$ cat src/rtl/param_data_memory.sv
// Single-port word memory with a valid/ready request/response interface, byte-lane
// writes and a clear-on-reset INIT phase. Define DMEM_BOUNDS_CHECK_EN for range checking.
module param_data_memory #(
  parameter int    DATA_W    = 16,
  parameter int    DEPTH     = 8,
  parameter int    ADDR_W    = 16,
  parameter string INIT_FILE = ""
) (
  input  logic                clk,
  input  logic                rst,
  input  logic                req_valid,
  output logic                req_ready,
  input  logic                req_we,
  input  logic [ADDR_W-1:0]   req_addr,
  input  logic [DATA_W-1:0]   req_wdata,
  input  logic [DATA_W/8-1:0] req_be,
  output logic                rsp_valid,
  input  logic                rsp_ready,
  output logic [DATA_W-1:0]   rsp_rdata,
  output logic                rsp_err,
  output logic                busy
);

  localparam int IDX_W    = $clog2(DEPTH);
  localparam int BE_W     = DATA_W / 8;
  localparam bit USE_FILE = (INIT_FILE != "");

  typedef enum logic {ST_INIT, ST_RUN} state_e;

  state_e              state_q, state_d;
  logic [IDX_W-1:0]    init_cnt_q, init_cnt_d;
  logic                rsp_valid_q, rsp_valid_d;
  logic [DATA_W-1:0]   rsp_rdata_q, rsp_rdata_d;
  logic                rsp_err_q, rsp_err_d;

  logic [DATA_W-1:0]   mem [DEPTH];
  logic [IDX_W-1:0]    idx;
  logic                oob;
  logic                accept;
  logic                init_last;
  logic [DATA_W-1:0]   be_mask;
  logic                mem_we;
  logic [IDX_W-1:0]    mem_waddr;
  logic [DATA_W-1:0]   mem_wdata;
  logic [DATA_W-1:0]   mem_wmask;
  logic                unused_addr_hi;

  assign idx            = req_addr[IDX_W-1:0];
  assign unused_addr_hi = ^(req_addr >> IDX_W);
`ifdef DMEM_BOUNDS_CHECK_EN
  assign oob = (req_addr >> IDX_W) != '0;
`else
  // Without range checking, high address bits are ignored and addresses alias.
  assign oob = 1'b0;
`endif

  assign accept    = req_valid && req_ready;
  assign init_last = USE_FILE || (init_cnt_q == IDX_W'(DEPTH - 1));

  // State register
  always_ff @(posedge clk or posedge rst) begin
    if (rst) begin
      state_q    <= ST_INIT;
      init_cnt_q <= '0;
    end else begin
      state_q    <= state_d;
      init_cnt_q <= init_cnt_d;
    end
  end

  // Next-state logic
  always_comb begin
    state_d    = state_q;
    init_cnt_d = init_cnt_q;
    case (state_q)
      ST_INIT: begin
        init_cnt_d = init_cnt_q + 1'b1;
        if (init_last) state_d = ST_RUN;
      end
      default: ;
    endcase
  end

  // Outputs: a stalled response blocks new requests
  always_comb begin
    busy      = (state_q == ST_INIT);
    req_ready = (state_q == ST_RUN) && (!rsp_valid_q || rsp_ready);
  end

  always_comb begin
    for (int i = 0; i < BE_W; i++) be_mask[8*i +: 8] = {8{req_be[i]}};
  end

  // INIT clearing and request writes share the single write port.
  always_comb begin
    mem_we    = 1'b0;
    mem_waddr = idx;
    mem_wdata = req_wdata;
    mem_wmask = be_mask;
    if (state_q == ST_INIT) begin
      mem_we    = !USE_FILE;
      mem_waddr = init_cnt_q;
      mem_wdata = '0;
      mem_wmask = '1;
    end else if (accept && req_we && !oob) begin
      mem_we = 1'b1;
    end
  end

  always_ff @(posedge clk) begin
    if (mem_we)
      mem[mem_waddr] <= (mem[mem_waddr] & ~mem_wmask) | (mem_wdata & mem_wmask);
  end

  always_comb begin
    rsp_valid_d = rsp_valid_q;
    rsp_rdata_d = rsp_rdata_q;
    rsp_err_d   = rsp_err_q;
    if (accept) begin
      rsp_valid_d = 1'b1;
      rsp_err_d   = oob;
      rsp_rdata_d = (req_we || oob) ? '0 : mem[idx];
    end else if (rsp_ready) begin
      rsp_valid_d = 1'b0;
    end
  end

  always_ff @(posedge clk or posedge rst) begin
    if (rst) begin
      rsp_valid_q <= 1'b0;
      rsp_rdata_q <= '0;
      rsp_err_q   <= 1'b0;
    end else begin
      rsp_valid_q <= rsp_valid_d;
      rsp_rdata_q <= rsp_rdata_d;
      rsp_err_q   <= rsp_err_d;
    end
  end

  assign rsp_valid = rsp_valid_q;
  assign rsp_rdata = rsp_rdata_q;
  assign rsp_err   = rsp_err_q;

endmodule
$ cat config.mk
export PLATFORM = sky130hd
export DESIGN_NAME = param_data_memory
export DESIGN_NICKNAME = d
export VERILOG_FILES = /design/src/rtl/param_data_memory.sv
export SDC_FILE = /design/constraint.sdc
export NUM_CORES = 1
export LEC_CHECK = 0
export BUFFER_PORTS_ARGS = -buffer_cell sky130_fd_sc_hd__buf_2
export CAP_MARGIN = 20
export CELL_PAD_IN_SITES_DETAIL_PLACEMENT = 1
export CELL_PAD_IN_SITES_GLOBAL_PLACEMENT = 1
export CORE_MARGIN = 2
export CORE_UTILIZATION = 25
export DETAILED_ROUTE_END_ITERATION = 10
export GPL_TIMING_DRIVEN = 0
export PLACE_DENSITY_LB_ADDON = 0.1
export SLEW_MARGIN = 30
export SYNTH_ARGS = -nofsm -noshare
export SYNTH_HDL_FRONTEND = slang
export SYNTH_SLANG_ARGS = --single-unit
$ cat constraint.sdc
create_clock -name clk -period 2.57 [get_ports clk]
set_clock_uncertainty 0.2 [all_clocks]
set_input_delay 0.257 -clock clk [delete_from_list [all_inputs] [get_ports clk]]
set_output_delay 0.257 -clock clk [all_outputs]
set_load 0.05 [all_outputs]
==> impl_metrics.yaml, run 1 <==
power:
  power_density_nw_per_um2: 694
  power.leakage_uw: 0.00320
  finalPower_uw: 6030
  ir_drop_mv: 0.428
worst_setup_path:
  worst_ep_required_time_ns: 2.50
  crit_chain: "mux2i_2 -> buf_6 -> buf_6 -> or2_1 -> nor2_4 -> buf_16"
  max_stage_delay_ns: 0.44
  arrival_ns: 2.43
  crit_top_cell: "buf_6"
  startpoint_type: "flip-flop"
  cpMaxStageDelayCell: "dfrtp_2"
  crit_fanout: 10
  worst-setup-path-type: "reg2reg"
  end_kind: "flip-flop"
placed_design:
  hpwl_um: 14800
  port_buffers: 42
  post_dp_cell_area_um2: 7800
  dpl.cell_count: 814
  gp_congestion: 0.740
synthesis:
  ys_types: 32
  ys_seq_area_share_pct: 63.4
  async_flop_share_pct: 14.1
  synth.avg_cell_area_um2: 16.3
  synth-edff-count: 128
  yosys-top-cells-area: "edfxtp_1 (56%), mux2i_1 (12%), mux4_2 (10%), dfrtp_1 (7.6%), o22ai_1 (2.9%)"
  yosysTopAreaCell: "edfxtp_1"
  synth.cell_area_um2: 6890
  yosysWarnings: 0
  ys_seq_elements: 149
  synth_ff_type: "edfxtp_1"
  yosysTopAreaCellShare_pct: 55.8
  synth_nets: 464
  netlist_instances: 423
final_layout:
  final_cell_mix: "edfxtp_1 (128), mux2i_1 (80), buf_2 (49)"
  nNetsFinal: 552
  syn_to_final_growth_pct: 26.1
  finalInstanceArea_um2: 8690
  n_fill_cell: 2812
  layout_commonest_cell: "edfxtp_1"
  diodes: 0
  multi_input_area_um2: 2480
  drive_above_1_share_pct: 33.2
  layout.cells.non_filler: 865
  ff_latch_area_um2: 4370
sta:
  hold_violations: 0
  max_clock_freq_mhz: 400
  worst_slew_pin_slew_ns: 0.982
  setup_viol: 0
  period_minus_slack_ns: 2.50
  drv_slew: 0
  rsz0062_at_grt: "no"
  fin_tns_setup_ns: 0
  slew_headroom_pct: 34.5
  finalCritPeriodShare_pct: 97.3
die:
  die-area_um2: 28900
  start_util_pct: 25.5
  num_rows: 60
  core-area_um2: 27000
  die_x_um: 170
  die_h_um: 170
  boundaryPins: 59
clock_tree:
  cts_buffers: 17
  cts_buffer_depth: 2
  cts_num_sinks: 149
  path_clk_slew_ns: 0.06
  clk_latency_ns: 0.42
  cts_tree: "yes"
  htreeDepth: 4
  root_buffer: "clkbuf_16"
global_routing:
  globalRouteTotalUtil_pct: 16.3
  grt_pass1_wl_um: 32600
  antenna_found_initial: 0
  grt_pass1_vias: 4608
  grt_max_degree: 22
  gr-total-overflow: 0
route:
  wire_per_inst_um: 26.0
  detail-route-antenna-nets: 0
  drtPass1Iterations: 4
  vias: 4257
  drt-initial-drc-count: 318
  drc: 0
  wirelength_um: 22500
  viasPerCell: 4.92
worst_hold_path:
  hold_class: "in2reg"
job:
  drv_cap: 0
status:
  run_status: "finished clean"
[where the power goes]
part | internal (uW) | leakage (uW) | switching, uW | total, uW
clock network | 1580 | 0.000297 | 1010 | 2590
registers | 2710 | 0.00142 | 24.0 | 2740
logic | 240 | 0.00148 | 460 | 700
total | 4530 | 0.00320 | 1500 | 6030
[path summary, 6_finish.rpt]
path / start / to / slack [ns] / cells after the start
worst min register to register: rsp_rdata[0] / rsp_rdata[0] / 0.27 / 2
max in group asynchronous: rst / state_q / 1.29 / 3
worst max-delay path: state_q / mem[7][8] / 0.07 / 6
worst max register to register: state_q / mem[7][8] / 0.07 / 6
worst min-delay path: req_valid / rsp_rdata[10] / 0.17 / 4
min in group asynchronous: rst / rsp_rdata[3] / 0.33 / 3
[through the flow]
stage	hold slack, ns	setup WS [ns]	utilization, %
after floorplan	0.0335	0.0644	-
after global placement	0.246	-1.50	27.8
after detailed placement	0.249	-0.444	28.8
after CTS	0.171	0.00571	31.8
after global routing	0.183	0.00920	32.2
final	0.170	0.0686	32.2
[registers in the layout, indices dropped and copies added, names as in the netlist]
signal and cells:
state_q 1, rsp_valid 1, mem 128, rsp_rdata 16, init_cnt_q 3
[final cells by class]
type,instances,share of cell area [%]
clock buffer,20,5.26
tap,341,4.91
multi-input combinational,242,28.5
timing repair buffer,69,6.94
sequential,149,50.3
clock inverter,12,1.74
inverter,3,0.130
buffer,29,2.20
[Yosys cell counts, types with 2 or more instances]
library cell / number
buf_1: 4
buf_2: 12
buf_4: 6
clkbuf_1: 7
dfrtp_1: 21
edfxtp_1: 128
ha_1: 2
inv_2: 2
mux2_2: 2
mux2i_1: 81
mux4_2: 32
nand2_1: 18
nand2b_1: 18
nor2_1: 10
o21ai_0: 16
o22ai_1: 32
o311a_1: 16
or2_1: 2
[per-layer routing]
layer  track usage [%]  vias to the layer above  wire length, um
met3              2.81                       18              976
met5                 0                        -                0
met2              26.8                      106            10900
met4              4.20                        0              302
li1                  -                     1894                -
met1              22.5                     2239            10300
[worst max-delay path: cells and delay by family (launching register included)]
| family | cells | cell delay (ns) |
|---|---|---|
| buffers and inverters | 3 | 0.56 |
| flip-flops | 1 | 0.44 |
| multiplexers | 1 | 0.19 |
| AND/OR/NAND/NOR | 2 | 0.80 |
[kinds of logic (layout without fill, tap and decap cells)]
| family | Yosys count | after routing | synth area share (%) |
|---|---|---|---|
| other | 1 | 1 | 0.0544 |
| AO/OA/AOI/OAI | 69 | 69 | 7.32 |
| adder cells (fa/ha/maj) | 2 | 2 | 0.363 |
| multiplexers | 115 | 115 | 22.6 |
| flip-flops | 149 | 149 | 63.4 |
| AND/OR/NAND/NOR | 54 | 54 | 3.87 |
| buffers and inverters | 32 | 133 | 2.29 |
| XOR/XNOR | 1 | 1 | 0.127 |
[timing repair]
item                                    in CTS  in global routing
endpoints found under the setup margin     233                137
hold endpoints to repair                    22                  0
setup buffers                                8                  9
gates resized for setup                     15                  7
hold buffers                                 2                  0
pin swaps                                    4                  0
Note: power is estimated with default switching activity, not from simulation.
==> run 2: changes to the inputs <==
Settings changed: ABC_AREA from default to 1.
==> run 2 against run 1 <==
Net effect: wire length up 38%; sequential share of layout area is 4.1 points lower; flip-flop and latch count stayed put; highest routed layer unchanged; combinational power increased by 18%; first-iteration DRC count grew 32%; worst hold slack worse by 0.12 ns; via count grew 48%; largest cell class unchanged; clock-buffer cell count fell by 2; sequential power about the same; clock power shrank 2%.
==> impl_metrics.yaml, run 2 <==
global_routing:
  gr-total-overflow: 0
  grt_max_degree: 22
  antenna_found_initial: 0
  globalRouteTotalUtil_pct: 19.4
  grt_pass1_vias: 6454
  grt_pass1_wl_um: 44700
final_layout:
  largest-register: "mem"
  final_cell_mix: "nand2_1 (201), inv_1 (131), edfxtp_1 (128)"
  nNetsFinal: 978
  largest_reg_flops: 128
  multi_input_area_um2: 2630
  ff_latch_area_um2: 4370
  layout_commonest_cell: "nand2_1"
  n_fill_cell: 3567
  drive_above_1_share_pct: 17.9
  syn_to_final_growth_pct: 21.9
  diodes: 0
die:
  core-area_um2: 30600
  die_x_um: 180
  start_util_pct: 25.4
  die-area_um2: 32500
  die_h_um: 180
  boundaryPins: 59
  num_rows: 64
sta:
  rsz0062_at_grt: "no"
  worst_slew_pin_slew_ns: 1.02
  period_minus_slack_ns: 2.37
  final.setup.worst_slack_ns: 0.202
  hold_violations: 0
  drv_slew: 0
  slew_headroom_pct: 31.9
  finalCritPeriodShare_pct: 92.1
  setup_viol: 0
  max_clock_freq_mhz: 422
  fin_tns_setup_ns: 0
synthesis:
  netlist_instances: 855
  async_flop_share_pct: 14.1
  yosysTopAreaCellShare_pct: 49.6
  yosysMostFrequentCell: "nand2_1"
  synth-edff-count: 128
  yosysTopAreaCell: "edfxtp_1"
  synth_ff_type: "edfxtp_1"
  yosys-top-cells-area: "edfxtp_1 (50%), nand2_1 (9.8%), dfrtp_1 (6.8%), nand3_1 (6.6%), inv_1 (6.3%)"
  synth.avg_cell_area_um2: 9.07
  ys_types: 28
  ys_seq_elements: 149
  ys_seq_area_share_pct: 56.3
  synthTopCellsByCount: "nand2_1 (203), inv_1 (131), edfxtp_1 (128), nand3_1 (103), o21ai_0 (74)"
  synth_nets: 896
  synth.cell_area_um2: 7760
  yosysWarnings: 0
placed_design:
  hpwl_um: 21000
  port_buffers: 42
  gp_congestion: 0.740
  pre_cts_ws_ns: -0.481
worst_setup_path:
  end_kind: "flip-flop"
  max_stage_delay_ns: 0.40
  cpLargestDelayFamily: "simple AND/OR/NAND/NOR gates"
  arrival_ns: 2.33
  r2r_slack_ns: 0.20
  cpMaxStageDelayCell: "nor2_1"
  worst-setup-path-type: "reg2reg"
  crit_chain: "buf_6 -> inv_4 -> buf_8 -> nand2_4 -> nand2_4 -> nor2_8 -> buf_6 -> nand3_1 -> nand3_1 -> nor2_1 -> nor2_1"
  worst_ep_required_time_ns: 2.53
  startpoint_type: "flip-flop"
  critPathBufInv: 4
  crit_fanout: 10
route:
  drtPass1Iterations: 5
  drt-initial-drc-count: 420
  wire_per_inst_um: 23.0
  detail-route-antenna-nets: 0
  drc: 0
  wirelength_um: 31000
  vias: 6281
  viasPerCell: 4.67
clock_tree:
  clk_latency_ns: 0.43
  cts_num_sinks: 149
  cts_buffers: 17
  htreeDepth: 4
  cts_buffer_depth: 2
  root_buffer: "clkbuf_16"
  path_clk_slew_ns: 0.07
  cts_tree: "yes"
power:
  finalPower_uw: 6110
  ir_drop_mv: 0.474
  power_density_nw_per_um2: 647
  power.leakage_uw: 0.00407
worst_hold_path:
  hold_class: "in2reg"
status:
  run_status: "finished clean"
job:
  drv_cap: 0
[run 2: cell count changes in the layout (fill, tap and decap cells not counted), sizes merged, moves of 64 or more]
cell,before,now
nand2,18,212
inv,5,138
nand3,1,121
mux2i,81,0
o21ai,16,82
a21oi,1,65
[run 2: worst min-delay path: stages]
cell     delay (ns)
buf_2          0.09
nand2_2        0.15
nand2_1        0.10
nand2_1        0.05
[run 2: area by class of cell]
type                    instances  area share (%)
well taps                     396            5.24
clock buffers                  18            4.54
inverters                     135            5.39
flip-flops and latches        149            46.2
multi-input cells             523            27.8
plain buffers                  48            3.37
repair buffers                 63            5.80
clock inverters                14            1.63
[run 2: worst paths after layout]
path                                 endpoint  depth (start not counted)          from
max in group asynchronous       rsp_rdata[13]                          3           rst
worst min register to register   rsp_rdata[3]                          2  rsp_rdata[3]
worst min-delay path            rsp_rdata[14]                          4     req_valid
worst max-delay path               mem[4][14]                         11       state_q
min in group asynchronous       init_cnt_q[1]                          3           rst
worst max register to register     mem[4][14]                         11       state_q
[run 2: power breakdown]
| part | switching (uW) | internal (uW) |
|---|---|---|
| combinational | 625 | 202 |
| clock | 1110 | 1440 |
| sequential | 23.7 | 2720 |
[run 2: timing repair]
| item | CTS | global route |
|---|---|---|
| setup buffers | 10 | 0 |
| hold buffers | 3 | 0 |
| endpoints found under the setup margin | 160 | 73 |
| hold endpoints to repair | 24 | 0 |
| pin swaps | 8 | 0 |
| gates resized for setup | 3 | 4 |
[run 2: per-layer routing]
layer  vias to the layer above  share of wire [%]  GRT usage, %  routed length, um
met1                      3111                 49          27.2              15200
li1                       2991                  -             -                  -
met3                        35                3.2          2.63                999
met5                         -                  0             0                  0
met4                         0                2.0          5.65                612
met2                       144                 46          31.3              14200
[run 2: cell families (layout without fill, tap and decap cells)]
family	Yosys count	after routing	synth area share [%]
AOI/OAI and AO/OA	155	155	10.3
and+or+nand+nor	365	365	22.4
DFF	149	149	56.3
buffers and inverters	183	278	10.6
other	1	1	0.0483
adders and majority gates	2	2	0.323
[run 2: metrics by stage]
stage	hold WS [ns]	instances	instance area [um^2]	util, %
floorplan	0.0335	855	7760	-
global placement	0.258	1293	8460	27.7
detailed placement	0.262	1301	8730	28.5
CTS	0.0364	1346	9450	30.9
global route	0.0867	1346	9460	30.9
finish	0.0509	1346	9460	30.9
